`config.mk`:
```
export PLATFORM = sky130hd
export DESIGN_NAME = reg_bank16_flat
export DESIGN_NICKNAME = d
export VERILOG_FILES = /design/src/rtl/reg_bank16_if.sv /design/src/rtl/reg_bank16.sv /design/src/flat_wrapper.sv
export SDC_FILE = /design/constraint.sdc
export NUM_CORES = 1
export LEC_CHECK = 0
export BUFFER_PORTS_ARGS = -buffer_cell sky130_fd_sc_hd__buf_2
export CORE_ASPECT_RATIO = 1.75
export CORE_MARGIN = 2
export CORE_UTILIZATION = 46
export DETAILED_ROUTE_END_ITERATION = 6
export GPL_ROUTABILITY_DRIVEN = 0
export GPL_TIMING_DRIVEN = 0
export PLACE_DENSITY = 0.75
export SLEW_MARGIN = 25
export SYNTH_ARGS = -nofsm -noshare
export SYNTH_HDL_FRONTEND = slang
export SYNTH_SLANG_ARGS = --single-unit
```
`constraint.sdc`:
```
create_clock -name clk -period 9.09 [get_ports clk]
set_input_delay 2.2725 -clock clk [delete_from_list [all_inputs] [get_ports clk]]
set_output_delay 2.2725 -clock clk [all_outputs]
set_load 0.02 [all_outputs]
```
`src/rtl/reg_bank16_if.sv`:
```
// ---------------------------------------------------------------------------
// reg_bank16_if
// Write-back and bulk-clear signals of the sixteen-entry register bank.
//   wr_valid  (master->slave) write request present
//   wr_ready  (slave->master) bank can accept a write this cycle
//   wr_addr   (master->slave) destination register index, 4 bits
//   wr_data   (master->slave) value to write, DATA_W bits
//   clr_req   (master->slave) request a bulk clear of all registers
//   clr_busy  (slave->master) bulk clear in progress
// ---------------------------------------------------------------------------
interface reg_bank16_if #(
    parameter int DATA_W = 16
);
    logic              wr_valid;
    logic              wr_ready;
    logic [3:0]        wr_addr;
    logic [DATA_W-1:0] wr_data;
    logic              clr_req;
    logic              clr_busy;

    modport master (
        output wr_valid, wr_addr, wr_data, clr_req,
        input  wr_ready, clr_busy
    );

    modport slave (
        input  wr_valid, wr_addr, wr_data, clr_req,
        output wr_ready, clr_busy
    );
endinterface

```
`src/rtl/reg_bank16.sv`:
```
// ---------------------------------------------------------------------------
// reg_bank16
// Sixteen-entry register storage feeding the register read-select mux.
// One write per cycle through a valid/ready handshake, plus a sequenced
// bulk clear that zeroes one register per cycle starting at CLR_START and
// walking upward modulo 16. Writes are refused while the clear runs.
//
// Ports:
//   clk                      system clock, rising edge
//   reset                    asynchronous, active-high reset
//   bus (reg_bank16_if.slave) wr_valid/wr_ready/wr_addr/wr_data,
//                            clr_req/clr_busy
//   data_out0..data_out15    registered value of each register
//
// Optional build macro:
//   REG_BANK16_R0_ZERO_EN    register 0 hardwired to zero; writes to
//                            address 0 complete the handshake but are dropped.
// ---------------------------------------------------------------------------
module reg_bank16 #(
    parameter int DATA_W    = 16,
    parameter int CLR_START = 0
) (
    input  logic              clk,
    input  logic              reset,
    reg_bank16_if.slave       bus,
    output logic [DATA_W-1:0] data_out0,
    output logic [DATA_W-1:0] data_out1,
    output logic [DATA_W-1:0] data_out2,
    output logic [DATA_W-1:0] data_out3,
    output logic [DATA_W-1:0] data_out4,
    output logic [DATA_W-1:0] data_out5,
    output logic [DATA_W-1:0] data_out6,
    output logic [DATA_W-1:0] data_out7,
    output logic [DATA_W-1:0] data_out8,
    output logic [DATA_W-1:0] data_out9,
    output logic [DATA_W-1:0] data_out10,
    output logic [DATA_W-1:0] data_out11,
    output logic [DATA_W-1:0] data_out12,
    output logic [DATA_W-1:0] data_out13,
    output logic [DATA_W-1:0] data_out14,
    output logic [DATA_W-1:0] data_out15
);

    localparam logic [3:0] CLR_START_IDX = CLR_START[3:0];

    typedef enum logic {
        IDLE,
        CLEAR
    } state_t;

    state_t            state_q, state_d;
    logic [3:0]        cnt_q, cnt_d;
    logic [3:0]        cnt_inc;
    logic [DATA_W-1:0] regs_q [16];
    logic [DATA_W-1:0] regs_d [16];

    assign cnt_inc = cnt_q + 4'd1;

    always_comb begin
        state_d = state_q;
        cnt_d   = cnt_q;
        for (int i = 0; i < 16; i++) begin
            regs_d[i] = regs_q[i];
        end

        unique case (state_q)
            IDLE: begin
                if (bus.wr_valid) begin
                    regs_d[bus.wr_addr] = bus.wr_data;
                end
                // A write accepted on the same edge still lands; the sweep
                // zeroes it again later, so the net result is all zeros.
                if (bus.clr_req) begin
                    state_d = CLEAR;
                    cnt_d   = CLR_START_IDX;
                end
            end
            CLEAR: begin
                regs_d[cnt_q] = '0;
                cnt_d         = cnt_inc;
                // The walk has covered all sixteen entries once the index
                // is about to wrap back onto its starting point.
                if (cnt_inc == CLR_START_IDX) begin
                    state_d = IDLE;
                end
            end
            default: begin
                state_d = IDLE;
            end
        endcase

`ifdef REG_BANK16_R0_ZERO_EN
        regs_d[0] = '0;
`endif
    end

    always_ff @(posedge clk or posedge reset) begin
        if (reset) begin
            state_q <= IDLE;
            cnt_q   <= 4'd0;
        end else begin
            state_q <= state_d;
            cnt_q   <= cnt_d;
        end
    end

    for (genvar gi = 0; gi < 16; gi++) begin : g_reg
        always_ff @(posedge clk or posedge reset) begin
            if (reset) begin
                regs_q[gi] <= '0;
            end else begin
                regs_q[gi] <= regs_d[gi];
            end
        end
    end

    // Handshake flags come from the state register alone.
    assign bus.wr_ready = (state_q == IDLE);
    assign bus.clr_busy = (state_q == CLEAR);

    assign data_out0  = regs_q[0];
    assign data_out1  = regs_q[1];
    assign data_out2  = regs_q[2];
    assign data_out3  = regs_q[3];
    assign data_out4  = regs_q[4];
    assign data_out5  = regs_q[5];
    assign data_out6  = regs_q[6];
    assign data_out7  = regs_q[7];
    assign data_out8  = regs_q[8];
    assign data_out9  = regs_q[9];
    assign data_out10 = regs_q[10];
    assign data_out11 = regs_q[11];
    assign data_out12 = regs_q[12];
    assign data_out13 = regs_q[13];
    assign data_out14 = regs_q[14];
    assign data_out15 = regs_q[15];

endmodule

```
`src/flat_wrapper.sv`:
```
// flat-port wrapper written by rule: the top's interface ports become plain ports
module reg_bank16_flat 
#(
    parameter int DATA_W    = 16,
    parameter int CLR_START = 0
)
  (clk, reset, data_out0, data_out1, data_out2, data_out3, data_out4, data_out5, data_out6, data_out7, data_out8, data_out9, data_out10, data_out11, data_out12, data_out13, data_out14, data_out15, bus_wr_valid, bus_wr_addr, bus_wr_data, bus_clr_req, bus_wr_ready, bus_clr_busy);
  reg_bank16_if #(.DATA_W(DATA_W)) bus_i ();
  input  logic clk;
  input  logic reset;
  output logic [DATA_W-1:0] data_out0;
  output logic [DATA_W-1:0] data_out1;
  output logic [DATA_W-1:0] data_out2;
  output logic [DATA_W-1:0] data_out3;
  output logic [DATA_W-1:0] data_out4;
  output logic [DATA_W-1:0] data_out5;
  output logic [DATA_W-1:0] data_out6;
  output logic [DATA_W-1:0] data_out7;
  output logic [DATA_W-1:0] data_out8;
  output logic [DATA_W-1:0] data_out9;
  output logic [DATA_W-1:0] data_out10;
  output logic [DATA_W-1:0] data_out11;
  output logic [DATA_W-1:0] data_out12;
  output logic [DATA_W-1:0] data_out13;
  output logic [DATA_W-1:0] data_out14;
  output logic [DATA_W-1:0] data_out15;
  input wire logic [$bits(bus_i.wr_valid)-1:0] bus_wr_valid;
  input wire logic [$bits(bus_i.wr_addr)-1:0] bus_wr_addr;
  input wire logic [$bits(bus_i.wr_data)-1:0] bus_wr_data;
  input wire logic [$bits(bus_i.clr_req)-1:0] bus_clr_req;
  output wire logic [$bits(bus_i.wr_ready)-1:0] bus_wr_ready;
  output wire logic [$bits(bus_i.clr_busy)-1:0] bus_clr_busy;
  assign bus_i.wr_valid = bus_wr_valid;
  assign bus_i.wr_addr = bus_wr_addr;
  assign bus_i.wr_data = bus_wr_data;
  assign bus_i.clr_req = bus_clr_req;
  assign bus_wr_ready = bus_i.wr_ready;
  assign bus_clr_busy = bus_i.clr_busy;
  reg_bank16 #(.DATA_W(DATA_W), .CLR_START(CLR_START)) u_core (.clk(clk), .reset(reset), .bus(bus_i), .data_out0(data_out0), .data_out1(data_out1), .data_out2(data_out2), .data_out3(data_out3), .data_out4(data_out4), .data_out5(data_out5), .data_out6(data_out6), .data_out7(data_out7), .data_out8(data_out8), .data_out9(data_out9), .data_out10(data_out10), .data_out11(data_out11), .data_out12(data_out12), .data_out13(data_out13), .data_out14(data_out14), .data_out15(data_out15));
endmodule
```
# Yosys cells after proc, flatten, opt, wreduce, memory -nomap -nowiden
# Cells that the tools add are included.
# op_classes
n_addsub	1
multipliers	0
div_mod_pow	0
n_lt_le_gt_ge	4
eq_ne	2
n_shift	0
n_mux	12
n_bitwise	5
n_reduce_logical	3
# op_table
operator	n
one-hot mux 256 bit (2 select lines)	1
bitwise AND 256 bit	1
bitwise mux 256 bit	1
two-way mux 256 bit	1
NOT 256 bit	1
demux 16 bit (select 4 bit)	2
two-way mux 16 bit	2
greater-or-equal comparator 5 bit, second input constant	2
less-than comparator 5 x 1 -> 1 bit, second input constant	2
NOT 4 -> 5 bit	2
one-hot mux 4 bit (2 select lines)	1
adder 4 x 1 -> 4 bit, second input constant	1
zero test 4 bit	1
two-way mux 4 bit	1
!= test 2 bit, second input constant	2
logical AND 1 bit	2
two-way mux 1 bit	2
one-hot mux 1 bit (2 select lines)	1
NOT 1 bit	1
# word_totals
reg_bits	261
latchBits	0
ram_bits	0
mem_bits_ro	0
input_bits	24
output_inout_bits	258
word_cells	45
n_memories	0

# Depth between registers and ports, before layout
# Gate-level depths: netlist (run 1).
# depth
word_depth	8
depth_mapped	6
depth_no_buf	5

# Worst setup path after synthesis (run 1)
# No wires, ideal clock.
# synth_timing
path_kind	input to register
from	in bus_wr_addr[3]
to	reg u_core.regs_q (netlist bit u_core.data_out15[0])
setup_ns	0.066
t_arrival_ns	3.498
t_required_ns	9.024
path_slack_ns	5.526
path_stages	5
path_buffers	2
path_cell_list	clkbuf_1 -> and2_1 -> a2bb2oi_1 -> clkbuf_1 -> a22o_1
# synth_between
elab_chain_len	8
elab_cells_between_ends	9
classes_between	order compare: 2; mux: 5; bitwise: 1; reduce/logical: 1
# synth_rtl
item	line_no	source
from (decl)	flat_wrapper.sv:28	input wire logic [$bits(bus_i.wr_addr)-1:0] bus_wr_addr;
NOT 4 -> 5 bit (implied by the code) *	reg_bank16.sv:69	regs_d[bus.wr_addr] = bus.wr_data;
greater-or-equal comparator 5 bit (implied by the code) / less-than comparator 5 x 1 -> 1 bit (equally long branches)	reg_bank16.sv:69	
logical AND 1 bit (implied by the code)	reg_bank16.sv:69	
two-way mux 16 bit (implied by the code)	reg_bank16.sv:69	
demux 16 bit (select 4 bit) *	reg_bank16.sv:69	
bitwise mux 256 bit *	reg_bank16.sv:69	
two-way mux 256 bit *	reg_bank16.sv:68	if (bus.wr_valid) begin
one-hot mux 256 bit (2 select lines) *	reg_bank16.sv:66	unique case (state_q)
to (signal, indexed assignment)	reg_bank16.sv:112	regs_q[gi] <= regs_d[gi];
to (decl)	reg_bank16.sv:54	logic [DATA_W-1:0] regs_q [16];
# Mark *: on every way between the ends. The rest lies on a longest branch, timed or not. The select of a mux whose other input is x is not followed.
# A chain may end at the register's enable or synchronous reset.

# Final worst setup path (run 1)
# layout_timing
from	reg u_core.state_q, in the netlist u_core.bus.clr_busy
to	out bus_wr_ready
# layout_between
elab_chain_len	1
# layout_rtl
item	line_no	source
from (decl)	reg_bank16.sv:51	state_t state_q, state_d;
from (signal assigned)	reg_bank16.sv:102	state_q <= state_d;
NOT 1 bit	reg_bank16.sv:118	assign bus.wr_ready = (state_q == IDLE);
to (decl)	flat_wrapper.sv:31	output wire logic [$bits(bus_i.wr_ready)-1:0] bus_wr_ready;
# Every way passes these cells.

==> reports/qor.txt, run 1 <==
vias: 7491
number of global-route vias before repair: 7407
largest net degree at the start of global routing: 34
post-DR wirelength/cell: 24.7 µm
met1 Use GR: 0.355
FF+latch area: 6530 µm²
CP most frequent cell: buf_2
Remaining DRCs: 0
Distinct cells, synth: 34
initial antenna violation count: 0
Skew-Pair Late Insertion Delay: 0.51 ns
via/cell ratio: 6.04
share of post-route cells with drive strength above 1: 0.335
Cell Rows: 70
CP max FO: 10
Fmax: 244 MHz
commonest non-fill, non-tap cell in the layout: buf_2
final setup fails: 0
WL final: 30.6 mm
Synth Cell Area: 9650 µm²
# IOs: 282
peak supply drop: 0.000174 V
crit path time final: 4.11 ns
WP data arrival: 1.83 ns
Worst setup SP type: flop
Lkg Pwr: 6.72 nW
Critical Path RT: 6.82 ns
worst setup margin: 4.98 ns
DRT iter0 DRCs: 559
status: complete, no violations
grt met2 use: 0.442
H-tree depth: 1
Post-CTS Setup Bufs: 0
drt first pass iters: 6
flops & latches, synth: 261
Resized Gates After CTS: 0
CTS tree: yes
clk root buf: clkbuf_16
pre-CTS WS: 4.73 ns
RSZ-0062 raised after global routing: false
Final Hold Viols: 0
Slew HR: 0.302
total gr overflow: 0
Layout area overhead: 27.2%
Clock Tree Buf Depth: 3
commonest non-fill, non-tap cells in the layout: buf_2 (274), dfrtp_1 (261), a22o_1 (256)
HP Class: reg2reg
Mapped Avg Cell Area: 14.3 µm²
Syn Nets: 702
starting density of the core: 0.465
setup TNS: 0 ns
Inserted Clock Buffers: 23
clock slew at reported path FFs: 0.07 ns
cts-stage hold buffer count: 0
slew at the pin closest to its max-slew limit: 1.05 ns
post-detailed-route count of antenna-violating nets: 0
Yosys warning count: 0
Worst path slowest cell: dfrtp_1
fillers: 1692
final core utilization: 0.591
layout net count: 1001
PD cells: 322 nW/µm²
post-DP HPWL: 21.3 mm
Post-Syn Instances: 673
Seq/Total Area, Yosys: 0.677
kind of critical path: reg2out
Critical Path Sink Type: output port
Diodes inserted: 0
clock skew: 0.0117 ns
gr usage total: 0.270
maxcap violations: 0
worst-path cell chain: buf_2, clkbuf_1, inv_1, buf_2
Port Buffers: 265
met3 Usage GRT: 0.0478
Die H: 196 µm
core area: 20800 µm²
worst path buffer plus inverter count: 4
area of the multi-input gates: 2830 µm²
CTS sink count: 261
max-slew violations: 0
die area: 22200 µm²
hold slack: 0.496 ns
fin crit share: 0.452
first-pass GRT wire length: 45.9 mm
CP top delay family: buffers and inverters
max incr delay on CP: 0.36 ns
busiest layer in global routing: met2
chip width: 113 µm
## final timing paths
kind                                        from                    end  slack, ns  cells after the start
max in group asynchronous                  reset   u_core.data_out4[10]       5.88                      7
min in group asynchronous                  reset    u_core.data_out2[2]       1.81                      2
hold / removal             u_core.data_out13[15]  u_core.data_out13[15]       0.50                      1
setup reg to reg             u_core.bus.clr_busy   u_core.data_out13[3]       6.53                      6
setup / recovery             u_core.bus.clr_busy           bus_wr_ready       4.98                      4
hold reg to reg            u_core.data_out13[15]  u_core.data_out13[15]       0.50                      1
## metal layers
metal  vias to the layer above  part of all wire
met3                        81             0.074
met5                         -                 0
met1                      3857              0.38
met4                         0             0.046
li1                       3178                 -
met2                       375              0.50
## layout make-up
cell class              count  area share
clock inverters            10     0.00948
clock buffers              31      0.0534
multi-input cells         336       0.231
well taps                 252      0.0257
repair buffers            274       0.124
inverters                   5     0.00184
flip-flops and latches    261       0.532
plain buffers              71      0.0226
## cell usage after synthesis
library cell	instances	area, µm²
buf_2	9	45.0
nand4bb_1	2	22.5
xor2_1	1	8.76
a41oi_1	1	8.76
nor3_2	2	20.0
a22o_1	256	2240
a2bb2oi_1	2	17.5
nor2b_1	2	12.5
clkbuf_1	46	173
nor4b_2	1	15.0
or4b_4	1	13.8
buf_1	16	60.1
and4b_1	7	70.1
o32a_1	1	10.0
and4bb_2	2	25.0
or3_1	1	6.26
nand2b_1	2	12.5
ha_1	5	62.6
inv_1	5	18.8
xnor2_1	1	8.76
nor3_1	2	10.0
o21ai_0	1	5.00
nand3_1	2	10.0
nand2_1	5	18.8
and2_1	1	6.26
and4_1	3	26.3
nand4b_1	1	8.76
o22ai_1	2	12.5
nor4bb_1	4	40.0
o31ai_1	1	7.51
nor2_1	13	48.8
a21oi_1	13	65.1
nor2_2	1	6.26
dfrtp_1	261	6530
## registers in the layout, summed over array words and instances (netlist names)
register,count
u_core.data_out7,16
u_core.data_out1,16
u_core.data_out6,16
u_core.data_out13,16
u_core.data_out12,16
u_core.data_out14,16
u_core.data_out10,16
u_core.data_out5,16
u_core.data_out3,16
u_core.cnt_q,4
u_core.data_out4,16
u_core.data_out11,16
u_core.data_out2,16
u_core.data_out9,16
u_core.bus.clr_busy,1
u_core.data_out0,16
u_core.data_out15,16
u_core.data_out8,16
## per-stage QoR
stage / cells / cell area, µm² / power, mW
2_1_floorplan: 673 / 9650 / 2.44
3_3_place_gp: 1190 / 11300 / 2.92
3_5_place_dp: 1199 / 11500 / 2.95
4_1_cts: 1240 / 12300 / 3.96
5_1_grt: 1240 / 12300 / 4.11
6_report: 1240 / 12300 / 3.95
## kinds of logic after synthesis
group	share of synthesized area
xor+xnor	0.00182
simple gates	0.0386
buf+inv	0.0307
flops	0.677
fa+ha+maj	0.00648
compound gates	0.245
## report_power, final
| group | internal (mW) | switching, mW |
|---|---|---|
| Sequential | 1.46 | 0.186 |
| Combinational | 0.475 | 0.829 |
| Clock | 0.567 | 0.436 |
| Total | 2.50 | 1.45 |
Power figures use the tool's default switching activity.
==> run 2: changes to the inputs <==
- clock period: 9.09 -> 3.4 ns (I/O delays scaled with it)
==> reports/qor.txt, run 2 (synthesized netlist as in run 1, its figures left out) <==
crit path time final: 2.70 ns
Resized Gates After CTS: 0 (unchanged)
Port Buffers: 265 (unchanged)
vias: 7518 (+0.36%)
Post-CTS Setup Bufs: 0 (unchanged)
Inserted Clock Buffers: 23 (unchanged)
Final Hold Viols: 0 (unchanged)
placed cell area: 11500 µm² (unchanged)
H-tree depth: 1 (unchanged)
Critical Path Sink Type: output port
Die H: 196 µm (unchanged)
via/cell ratio: 6.06 (+0.36%)
Layout area overhead: 27.2% (unchanged)
chip width: 113 µm (unchanged)
setup TNS: 0 ns (unchanged)
RR Endpoint: u_core.data_out13[4]
commonest non-fill, non-tap cells in the layout: buf_2 (274), dfrtp_1 (261), a22o_1 (256)
max-slew violations: 0 (unchanged)
drt first pass iters: 5 (-1)
initial antenna violation count: 0 (unchanged)
CP top delay family: buffers and inverters
Skew-Pair Late Insertion Delay: 0.51 ns (about the same)
Remaining DRCs: 0 (unchanged)
cts-stage hold buffer count: 0 (unchanged)
CTS tree: yes
gr usage total: 0.270 (about the same)
Cell Rows: 70 (unchanged)
first-pass GRT wire length: 45.8 mm (about the same)
clock skew: 0.0114 ns (-0.000266 ns)
fillers: 1692 (unchanged)
maxcap violations: 0 (unchanged)
final setup fails: 0 (unchanged)
commonest non-fill, non-tap cell in the layout: buf_2
DRT iter0 DRCs: 531 (-5.0%)
clk root buf: clkbuf_16
Lkg Pwr: 6.72 nW (unchanged)
peak supply drop: 0.000468 V (+170%)
WL final: 30.5 mm (-0.36%)
fin crit share: 0.793
post-placement cell count: 1199 (unchanged)
worst setup margin: 0.704 ns (-4.28 ns)
post-DP HPWL: 21.3 mm (unchanged)
HP Class: in2async
# IOs: 282 (unchanged)
Reg2Reg Depth: 6 (unchanged)
Worst path slowest cell: dfrtp_1
starting density of the core: 0.465 (unchanged)
slew at the pin closest to its max-slew limit: 1.03 ns (-0.0162 ns)
CTS sink count: 261 (unchanged)
CP max FO: 10 (unchanged)
total gr overflow: 0 (unchanged)
clock slew at reported path FFs: 0.07 ns (about the same)
RSZ-0062 raised after global routing: false
Fmax: 371 MHz
Slew HR: 0.313 (+0.0108)
CP most frequent cell: buf_2
Diodes inserted: 0 (unchanged)
core area: 20800 µm² (unchanged)
worst-path cell chain: buf_2, clkbuf_1, inv_1, buf_2
Worst setup SP type: flop
post-DR wirelength/cell: 24.6 µm (-0.36%)
largest net degree at the start of global routing: 34 (unchanged)
post-detailed-route count of antenna-violating nets: 0 (unchanged)
Critical Path RT: 2.55 ns (-4.27 ns)
Reg-to-Reg Start: u_core.bus.clr_busy
R2R setup slack: 0.85 ns (-5.68 ns)
status: complete, no violations
max incr delay on CP: 0.36 ns (about the same)
die area: 22200 µm² (unchanged)
CP startpoint: u_core.bus.clr_busy
fin cells: 1240 (unchanged)
WP data arrival: 1.85 ns (+0.02 ns)
number of global-route vias before repair: 7413 (+0.081%)
PD cells: 861 nW/µm² (+170%)
Post-Layout Inst Area: 12300 µm² (unchanged)
pre-CTS WS: 0.459 ns (-4.27 ns)
worst path buffer plus inverter count: 4 (unchanged)
layout net count: 1001 (unchanged)
share of post-route cells with drive strength above 1: 0.335 (unchanged)
kind of critical path: reg2out
Clock Tree Buf Depth: 3 (unchanged)
## run 2: worst max-delay path by stage
stage                                       to  slack, ns  cells after the start
after CTS                         bus_wr_ready       0.72                      4
after floorplan            u_core.bus.clr_busy      -0.89                      1
after global placement     u_core.data_out6[3]      -2.27                      2
final                             bus_wr_ready       0.70                      4
after global routing              bus_wr_ready       0.65                      4
after detailed placement  u_core.data_out12[4]       0.46                      6
## run 2: layout make-up
class	instances	area, µm²	share of cell area
multi-input combinational	336	2830	0.231
inverter	5	22.5	0.00184
sequential	261	6530	0.532
clock inverter	10	116	0.00948
tap	252	315	0.0257
timing repair buffer	274	1520	0.124
buffer	71	278	0.0226
clock buffer	31	656	0.0534
## run 2: layer usage
metal  routed length (µm)  part of all wire  vias up  global-route usage
li1                     -                 -     3184                   -
met3                 2160             0.071       86              0.0478
met2                15200              0.50      384               0.442
met4                 1420             0.047        0               0.117
met1                11700              0.38     3864               0.354
met5                    0                 0        -                   0
## run 2: report_power, final
group	switching [mW]	internal, mW
sequential	0.497	3.90
combinational	2.22	1.27
clock	1.16	1.52
total	3.88	6.68
## run 2: metrics by stage
step	utilization	hold slack, ns	power (mW)
after floorplan	-	0.526	6.53
after global placement	0.544	0.477	7.80
after detailed placement	0.554	0.476	7.89
after CTS	0.591	0.383	10.6
after global routing	0.591	0.411	11.0
final	0.591	0.385	10.6
